**config.mk**
```make
export PLATFORM = sky130hd
export DESIGN_NAME = register_file_flat
export DESIGN_NICKNAME = d
export VERILOG_FILES = /design/src/rtl/regfile_pkg.sv /design/src/rtl/register_file_if.sv /design/src/rtl/regfile_clear_fsm.sv /design/src/rtl/register_file.sv /design/src/flat_wrapper.sv
export SDC_FILE = /design/constraint.sdc
export NUM_CORES = 2
export LEC_CHECK = 0
export CAP_MARGIN = 20
export CORE_ASPECT_RATIO = 0.8
export CORE_MARGIN = 8
export CORE_UTILIZATION = 40
export DETAILED_ROUTE_END_ITERATION = 7
export PLACE_DENSITY = 0.54
export SLEW_MARGIN = 20
export SYNTH_ARGS = -nofsm -noshare
export SYNTH_HDL_FRONTEND = slang
export SYNTH_SLANG_ARGS = --single-unit
```
**constraint.sdc**
```tcl
create_clock -name clk -period 39.7 [get_ports clk]
set_input_delay 5.955 -clock clk [delete_from_list [all_inputs] [get_ports clk]]
set_output_delay 5.955 -clock clk [all_outputs]
set_load 0.005 [all_outputs]
```
**src/rtl/regfile_pkg.sv**
```systemverilog
// Shared types, defaults and helpers for the register file and its clear engine.
package regfile_pkg;

    localparam int unsigned DefWidth = 32;
    localparam int unsigned DefDepth = 32;

    // Upper bound on word width handled by merge_word; callers size-cast in and out.
    localparam int unsigned MaxWidth = 256;
    localparam int unsigned MaxBytes = MaxWidth / 8;

    typedef enum logic [1:0] {
        StIdle,
        StClear,
        StDone
    } clr_state_e;

    // Byte-wise merge: bytes with be[i]=1 come from new_word, the rest from old_word.
    function automatic logic [MaxWidth-1:0] merge_word(
        input logic [MaxWidth-1:0] old_word,
        input logic [MaxWidth-1:0] new_word,
        input logic [MaxBytes-1:0] be
    );
        logic [MaxWidth-1:0] res;
        res = old_word;
        for (int unsigned i = 0; i < MaxBytes; i++) begin
            if (be[i]) begin
                res[8*i +: 8] = new_word[8*i +: 8];
            end
        end
        return res;
    endfunction

endpackage

```
**src/rtl/register_file_if.sv**
```systemverilog
// Write/read/clear bus of the register file; master drives requests, slave returns data.
interface register_file_if
    import regfile_pkg::*;
#(
    parameter int unsigned WIDTH = DefWidth,
    parameter int unsigned DEPTH = DefDepth,
    parameter int unsigned AW    = $clog2(DEPTH)
) ();

    logic                 we;
    logic [AW-1:0]        waddr;
    logic [WIDTH/8-1:0]   wbe;
    logic [WIDTH-1:0]     data;
    logic [AW-1:0]        raddr_a;
    logic [AW-1:0]        raddr_b;
    logic [WIDTH-1:0]     dout_a;
    logic [WIDTH-1:0]     dout_b;
    logic                 clr_req;
    logic                 busy;
    logic                 clr_done;

    modport master (
        output we, waddr, wbe, data, raddr_a, raddr_b, clr_req,
        input  dout_a, dout_b, busy, clr_done
    );

    modport slave (
        input  we, waddr, wbe, data, raddr_a, raddr_b, clr_req,
        output dout_a, dout_b, busy, clr_done
    );

endinterface

```
**src/rtl/regfile_clear_fsm.sv**
```systemverilog
// Bulk-clear sequencer: sweeps addresses 0..DEPTH-1, one per cycle, then pulses clr_done.
module regfile_clear_fsm
    import regfile_pkg::*;
#(
    parameter int unsigned DEPTH = DefDepth,
    parameter int unsigned AW    = $clog2(DEPTH)
) (
    input  logic          clk,
    input  logic          reset,
    input  logic          clr_req_i,
    output logic          clr_active_o,
    output logic [AW-1:0] clr_addr_o,
    output logic          busy_o,
    output logic          clr_done_o
);

    localparam logic [AW-1:0] LastAddr = AW'(DEPTH - 1);

    clr_state_e    state_q;
    logic [AW-1:0] cnt_q;
    logic          busy_q;
    logic          done_q;

    // State, sweep counter and registered busy/done flags.
    always_ff @(posedge clk or posedge reset) begin
        if (reset) begin
            state_q <= StIdle;
            cnt_q   <= '0;
            busy_q  <= 1'b0;
            done_q  <= 1'b0;
        end else begin
            done_q <= 1'b0;
            unique case (state_q)
                StIdle: begin
                    if (clr_req_i) begin
                        state_q <= StClear;
                        cnt_q   <= '0;
                        busy_q  <= 1'b1;
                    end
                end
                StClear: begin
                    if (cnt_q == LastAddr) begin
                        state_q <= StDone;
                        cnt_q   <= '0;
                        busy_q  <= 1'b0;
                        done_q  <= 1'b1;
                    end else begin
                        cnt_q <= cnt_q + 1'b1;
                    end
                end
                StDone: begin
                    // clr_req is not sampled here; a held request re-arms from IDLE.
                    state_q <= StIdle;
                end
                default: begin
                    state_q <= StIdle;
                    busy_q  <= 1'b0;
                end
            endcase
        end
    end

    assign clr_active_o = (state_q == StClear);
    assign clr_addr_o   = cnt_q;
    assign busy_o       = busy_q;
    assign clr_done_o   = done_q;

endmodule

```
**src/rtl/register_file.sv**
```systemverilog
// Multi-port register file: one byte-enabled write port, two combinational read ports,
// and a sequenced bulk clear. Define REGFILE_BYPASS_EN to forward a same-cycle write
// to a matching read port.
module register_file
    import regfile_pkg::*;
#(
    parameter int unsigned WIDTH    = DefWidth,
    parameter int unsigned DEPTH    = DefDepth,
    parameter bit          ZERO_REG = 1'b1
) (
    input  logic           clk,
    input  logic           reset,
    register_file_if.slave bus_io
);

    localparam int unsigned AW = $clog2(DEPTH);

    logic [WIDTH-1:0] mem_q [DEPTH];
    logic             clr_active;
    logic [AW-1:0]    clr_addr;
    logic             wr_en;
    logic [WIDTH-1:0] wr_old;
    logic [WIDTH-1:0] wr_word;
    logic [WIDTH-1:0] rd_a;
    logic [WIDTH-1:0] rd_b;

    // Address is backed by storage: in range and not the hardwired zero register.
    function automatic logic addr_ok(input logic [AW-1:0] addr);
        return (32'(addr) < DEPTH) && !(ZERO_REG && (addr == '0));
    endfunction

    regfile_clear_fsm #(
        .DEPTH (DEPTH),
        .AW    (AW)
    ) u_clear_fsm (
        .clk          (clk),
        .reset        (reset),
        .clr_req_i    (bus_io.clr_req),
        .clr_active_o (clr_active),
        .clr_addr_o   (clr_addr),
        .busy_o       (bus_io.busy),
        .clr_done_o   (bus_io.clr_done)
    );

    // Write qualification and the post-write word (used for storage and forwarding).
    always_comb begin
        wr_en   = bus_io.we && !clr_active && addr_ok(bus_io.waddr);
        wr_old  = addr_ok(bus_io.waddr) ? mem_q[bus_io.waddr] : '0;
        wr_word = WIDTH'(merge_word(MaxWidth'(wr_old), MaxWidth'(bus_io.data),
                                    MaxBytes'(bus_io.wbe)));
    end

    // Storage: clear sweep has priority, writes are already blocked while clearing.
    always_ff @(posedge clk or posedge reset) begin
        if (reset) begin
            for (int unsigned i = 0; i < DEPTH; i++) begin
                mem_q[i] <= '0;
            end
        end else begin
            for (int unsigned i = 0; i < DEPTH; i++) begin
                if (clr_active && (32'(clr_addr) == i)) begin
                    mem_q[i] <= '0;
                end else if (wr_en && (32'(bus_io.waddr) == i)) begin
                    mem_q[i] <= wr_word;
                end
            end
        end
    end

    // Read muxes, with optional write-through forwarding.
    always_comb begin
        rd_a = addr_ok(bus_io.raddr_a) ? mem_q[bus_io.raddr_a] : '0;
        rd_b = addr_ok(bus_io.raddr_b) ? mem_q[bus_io.raddr_b] : '0;
`ifdef REGFILE_BYPASS_EN
        if (wr_en && (bus_io.waddr == bus_io.raddr_a)) begin
            rd_a = wr_word;
        end
        if (wr_en && (bus_io.waddr == bus_io.raddr_b)) begin
            rd_b = wr_word;
        end
`endif
        bus_io.dout_a = rd_a;
        bus_io.dout_b = rd_b;
    end

endmodule

```
**src/flat_wrapper.sv**
```systemverilog
// flat-port wrapper written by rule: the top's interface ports become plain ports
module register_file_flat import regfile_pkg::*;
#(
    parameter int unsigned WIDTH    = DefWidth,
    parameter int unsigned DEPTH    = DefDepth,
    parameter bit          ZERO_REG = 1'b1
)
  (clk, reset, bus_io_we, bus_io_waddr, bus_io_wbe, bus_io_data, bus_io_raddr_a, bus_io_raddr_b, bus_io_clr_req, bus_io_dout_a, bus_io_dout_b, bus_io_busy, bus_io_clr_done);
  register_file_if #(.WIDTH(WIDTH), .DEPTH(DEPTH)) bus_io_i ();
  input  logic clk;
  input  logic reset;
  input wire logic [$bits(bus_io_i.we)-1:0] bus_io_we;
  input wire logic [$bits(bus_io_i.waddr)-1:0] bus_io_waddr;
  input wire logic [$bits(bus_io_i.wbe)-1:0] bus_io_wbe;
  input wire logic [$bits(bus_io_i.data)-1:0] bus_io_data;
  input wire logic [$bits(bus_io_i.raddr_a)-1:0] bus_io_raddr_a;
  input wire logic [$bits(bus_io_i.raddr_b)-1:0] bus_io_raddr_b;
  input wire logic [$bits(bus_io_i.clr_req)-1:0] bus_io_clr_req;
  output wire logic [$bits(bus_io_i.dout_a)-1:0] bus_io_dout_a;
  output wire logic [$bits(bus_io_i.dout_b)-1:0] bus_io_dout_b;
  output wire logic [$bits(bus_io_i.busy)-1:0] bus_io_busy;
  output wire logic [$bits(bus_io_i.clr_done)-1:0] bus_io_clr_done;
  assign bus_io_i.we = bus_io_we;
  assign bus_io_i.waddr = bus_io_waddr;
  assign bus_io_i.wbe = bus_io_wbe;
  assign bus_io_i.data = bus_io_data;
  assign bus_io_i.raddr_a = bus_io_raddr_a;
  assign bus_io_i.raddr_b = bus_io_raddr_b;
  assign bus_io_i.clr_req = bus_io_clr_req;
  assign bus_io_dout_a = bus_io_i.dout_a;
  assign bus_io_dout_b = bus_io_i.dout_b;
  assign bus_io_busy = bus_io_i.busy;
  assign bus_io_clr_done = bus_io_i.clr_done;
  register_file #(.WIDTH(WIDTH), .DEPTH(DEPTH), .ZERO_REG(ZERO_REG)) u_core (.clk(clk), .reset(reset), .bus_io(bus_io_i));
endmodule
```
==> flow_metrics.py <==
metrics = {
    "status": {
        "status": "finished clean",
    },
    "logic_synthesis": {
        "synth_area_per_cell_sq_um": 11.7,
        "async_reset_ff_frac": 1.00,
        "yosys.cell_types.count": 49,
        "ys_seq_area_frac": 0.422,
        "yosys_most_used_dff": "sky130_fd_sc_hd__dfrtp_1",
        "syn_nets": 5289,
        "synth_enable_flop_cells": 0,
        "synth-warning-count": 0,
        "ys_seq_elements": 1033,
        "synthCells": 5228,
        "mappedNetlistArea_sq_um": 61300,
    },
    "pwr": {
        "combinationalPowerShare": 0.228,
        "p_sw_frac": 0.330,
        "clockPowerShare": 0.348,
        "internal-power_mw": 2.07,
        "total_switching_power_mw": 1.02,
        "vdd.ir_drop.worst_mv": 0.0314,
        "seq_power_share": 0.424,
        "power-per-cell-area_nw_per_um2": 45.3,
        "p_leak_nw": 27.1,
    },
    "grt": {
        "overflow": 0,
        "global_route_wire_length_before_repair_microns": 381000,
        "gr-usage-all-layers": 0.317,
        "vias_in_the_first_global_route": 48300,
        "pin_count_of_the_biggest_net_entering_global_routing": 161,
        "number_of_antenna_violations_at_the_first_check_in_global_routing": 14,
    },
    "clock_tree": {
        "clock_insertion_delay_worst_skew_ps": 760,
        "clkSinkCount": 1033,
        "tritoncts": "done",
        "cts_setup_buffers": 0,
        "ctsResizeCount": 0,
        "htree_levels": 3,
        "post_cts_hold_buffer_count": 0,
        "clkSlewWorstSetupHoldPaths_ps": 60,
        "cts_made_buffers": 113,
        "clock_tree.root_cell": "sky130_fd_sc_hd__clkbuf_16",
        "longest_clk_path_bufs": 3,
    },
    "cells_and_area": {
        "layout_commonest_cell": "sky130_fd_sc_hd__nand2_1",
        "area.growth.synth_to_final_pct": 11.0,
        "post-route-cell-area_sq_um": 68000,
        "register_area_sq_um": 25800,
        "fillcell_total": 13900,
        "multi_input_area_sq_um": 33100,
        "design.final.nets": 5127,
        "layout-drive-gt1-share": 0.251,
        "mostFrequentLayoutCells": "sky130_fd_sc_hd__nand2_1, sky130_fd_sc_hd__dfrtp_1, sky130_fd_sc_hd__o21ai_0",
    },
    "floorplan": {
        "initial_utilization": 0.403,
        "die_height_microns": 366,
        "die_w_microns": 454,
        "io-pin-count": 121,
        "core_region_area_sq_um": 152000,
        "row_count": 128,
        "floorplan.die_area_sq_um": 166000,
    },
    "setup_path": {
        "arrival_ps": 10960,
        "r2r.worst_path.cells": 7,
        "worstSetupEndpointType": "output port",
        "critPathKind": "in2out",
        "crit_path_start_kind": "input port",
        "critical_path_required_ps": 33740,
        "critical_path_peak_fanout": 67,
    },
    "timing": {
        "timing.clock.skew_ps": 38.1,
        "timing.final.setup_violations": 0,
        "fin_crit_ps": 16920,
        "final.setup.worst_slack_ps": 22780,
        "max_slew_margin": 0.212,
        "highest_achievable_clock_rate_ghz": 0.0591,
        "setup-tns-final_ps": 0,
        "finalHoldWorstSlack_ps": 519,
        "fin_crit_sh": 0.426,
        "slew_worst_pin_ps": 1180,
        "grt_setup_unrepaired": "false",
        "slew_violations": 0,
        "final-hold-violation-count": 0,
    },
    "place": {
        "worst_slack_at_placement_ps": 22830,
        "placement.cell_area_sq_um": 64300,
        "detailed_placement_wirelength_estimate_microns": 151000,
        "numPortBuffers": 120,
        "routability_congestion": 0.887,
    },
    "drt": {
        "post_drt_via_cell_ratio": 7.00,
        "first_iter_violations": 7285,
        "drt.antenna.violating_nets": 0,
        "drt_first_pass_iters": 8,
        "drc": 0,
        "dr_total_vias": 50200,
        "avgRoutedWirePerCell_microns": 37.6,
        "wl_microns": 269000,
    },
    "min_path": {
        "worstHoldPathCells": 2,
        "hold_class": "reg2reg",
    },
    "flow_run": {
        "cap_violations": 0,
    },
}
==> through the flow <==
step | power (mW) | std cells | utilization
CTS | 3.07 | 7162 | 0.446
global route | 3.18 | 7167 | 0.447
floorplan | 1.71 | 5228 | -
global placement | 1.99 | 6962 | 0.422
detailed placement | 2.00 | 6962 | 0.422
finish | 3.08 | 7170 | 0.447
==> logic make-up after synthesis <==
| logic type | count (synthesis) | synth area share |
|---|---|---|
| multiplexers | 967 | 0.327 |
| AO/OA/AOI/OAI | 1265 | 0.116 |
| flip-flops | 1033 | 0.422 |
| AND/OR/NAND/NOR | 1311 | 0.0884 |
| buffers and inverters | 646 | 0.0458 |
| adder cells (fa/ha/maj) | 6 | 0.00122 |
==> critical path: stages <==
cell	delay, ps
sky130_fd_sc_hd__buf_8	490
sky130_fd_sc_hd__buf_4	640
sky130_fd_sc_hd__buf_4	850
sky130_fd_sc_hd__buf_4	850
sky130_fd_sc_hd__mux4_2	360
sky130_fd_sc_hd__mux4_2	240
sky130_fd_sc_hd__inv_1	60
sky130_fd_sc_hd__o21ai_0	620
sky130_fd_sc_hd__clkdlybuf4s50_1	730
==> cell usage after synthesis, types with 3 or more instances <==
master	count	area, sq um
sky130_fd_sc_hd__o31ai_1	3	22.5
sky130_fd_sc_hd__buf_2	130	651
sky130_fd_sc_hd__buf_1	33	124
sky130_fd_sc_hd__clkbuf_2	58	290
sky130_fd_sc_hd__a22o_1	5	43.8
sky130_fd_sc_hd__a211oi_1	4	30.0
sky130_fd_sc_hd__or3_1	12	75.1
sky130_fd_sc_hd__a22oi_1	65	488
sky130_fd_sc_hd__o22a_1	57	499
sky130_fd_sc_hd__dfrtp_1	1033	25800
sky130_fd_sc_hd__nor2_1	7	26.3
sky130_fd_sc_hd__o21ai_0	871	4360
sky130_fd_sc_hd__o221ai_1	5	43.8
sky130_fd_sc_hd__mux2i_1	141	1410
sky130_fd_sc_hd__nand3_1	46	230
sky130_fd_sc_hd__and2_1	49	307
sky130_fd_sc_hd__ha_1	6	75.1
sky130_fd_sc_hd__nand4_1	73	457
sky130_fd_sc_hd__clkbuf_1	324	1220
sky130_fd_sc_hd__mux4_2	826	18600
sky130_fd_sc_hd__and3_1	5	31.3
sky130_fd_sc_hd__nand2b_1	4	25.0
sky130_fd_sc_hd__buf_6	15	169
sky130_fd_sc_hd__inv_1	75	282
sky130_fd_sc_hd__nand2_1	1091	4100
sky130_fd_sc_hd__a21oi_1	5	25.0
sky130_fd_sc_hd__buf_4	10	75.1
sky130_fd_sc_hd__nor2b_1	11	68.8
sky130_fd_sc_hd__a211o_1	3	26.3
sky130_fd_sc_hd__a21boi_1	22	165
sky130_fd_sc_hd__o21ai_2	40	350
sky130_fd_sc_hd__o21ai_1	150	751
sky130_fd_sc_hd__a32oi_1	28	245
==> worst paths after layout <==
kind / from / to / slack (ps)
max: bus_io_raddr_a[1] / bus_io_dout_a[27] / 22780
max in group asynchronous: reset / u_core.mem_q[844] / 29150
min: u_core.mem_q[182] / u_core.mem_q[182] / 520
min reg2reg: u_core.mem_q[182] / u_core.mem_q[182] / 520
max reg2reg: u_core.u_clear_fsm.state_q[1] / u_core.mem_q[817] / 35770
min in group asynchronous: reset / u_core.mem_q[914] / 5700
==> cell type report <==
| type | instances | area share |
|---|---|---|
| multi-input combinational | 3549 | 0.486 |
| sequential | 1033 | 0.380 |
| clock buffer | 173 | 0.0495 |
| timing repair buffer | 293 | 0.0386 |
| tap | 2015 | 0.0371 |
| inverter | 76 | 0.00430 |
| clock inverter | 27 | 0.00423 |
| antenna | 4 | 0.000147 |
==> power groups by stage <==
| stage | Combinational, mW | Sequential, mW | Clock, mW |
|---|---|---|---|
| after floorplan | 0.438 | 1.27 | 0 |
| after global placement | 0.676 | 1.31 | 0 |
| after detailed placement | 0.686 | 1.32 | 0 |
| after CTS | 0.687 | 1.30 | 1.08 |
| after global routing | 0.737 | 1.32 | 1.12 |
| final | 0.704 | 1.31 | 1.07 |
==> routing by layer <==
layer,vias to the layer above,wire (microns),GRT usage
li1,19300,-,-
met1,26200,101000,0.427
met2,3783,118000,0.469
met3,869,33200,0.0915
met4,4,17400,0.162
met5,-,28,0
==> state kept, by name, summed over array words and instances (netlist names) <==
signal,count
u_core.u_clear_fsm.state_q,2
u_core.mem_q,1024
u_core.u_clear_fsm.clr_done_o,1
u_core.u_clear_fsm.busy_o,1
u_core.u_clear_fsm.clr_addr_o,5
(Power assumes the default switching activity.)
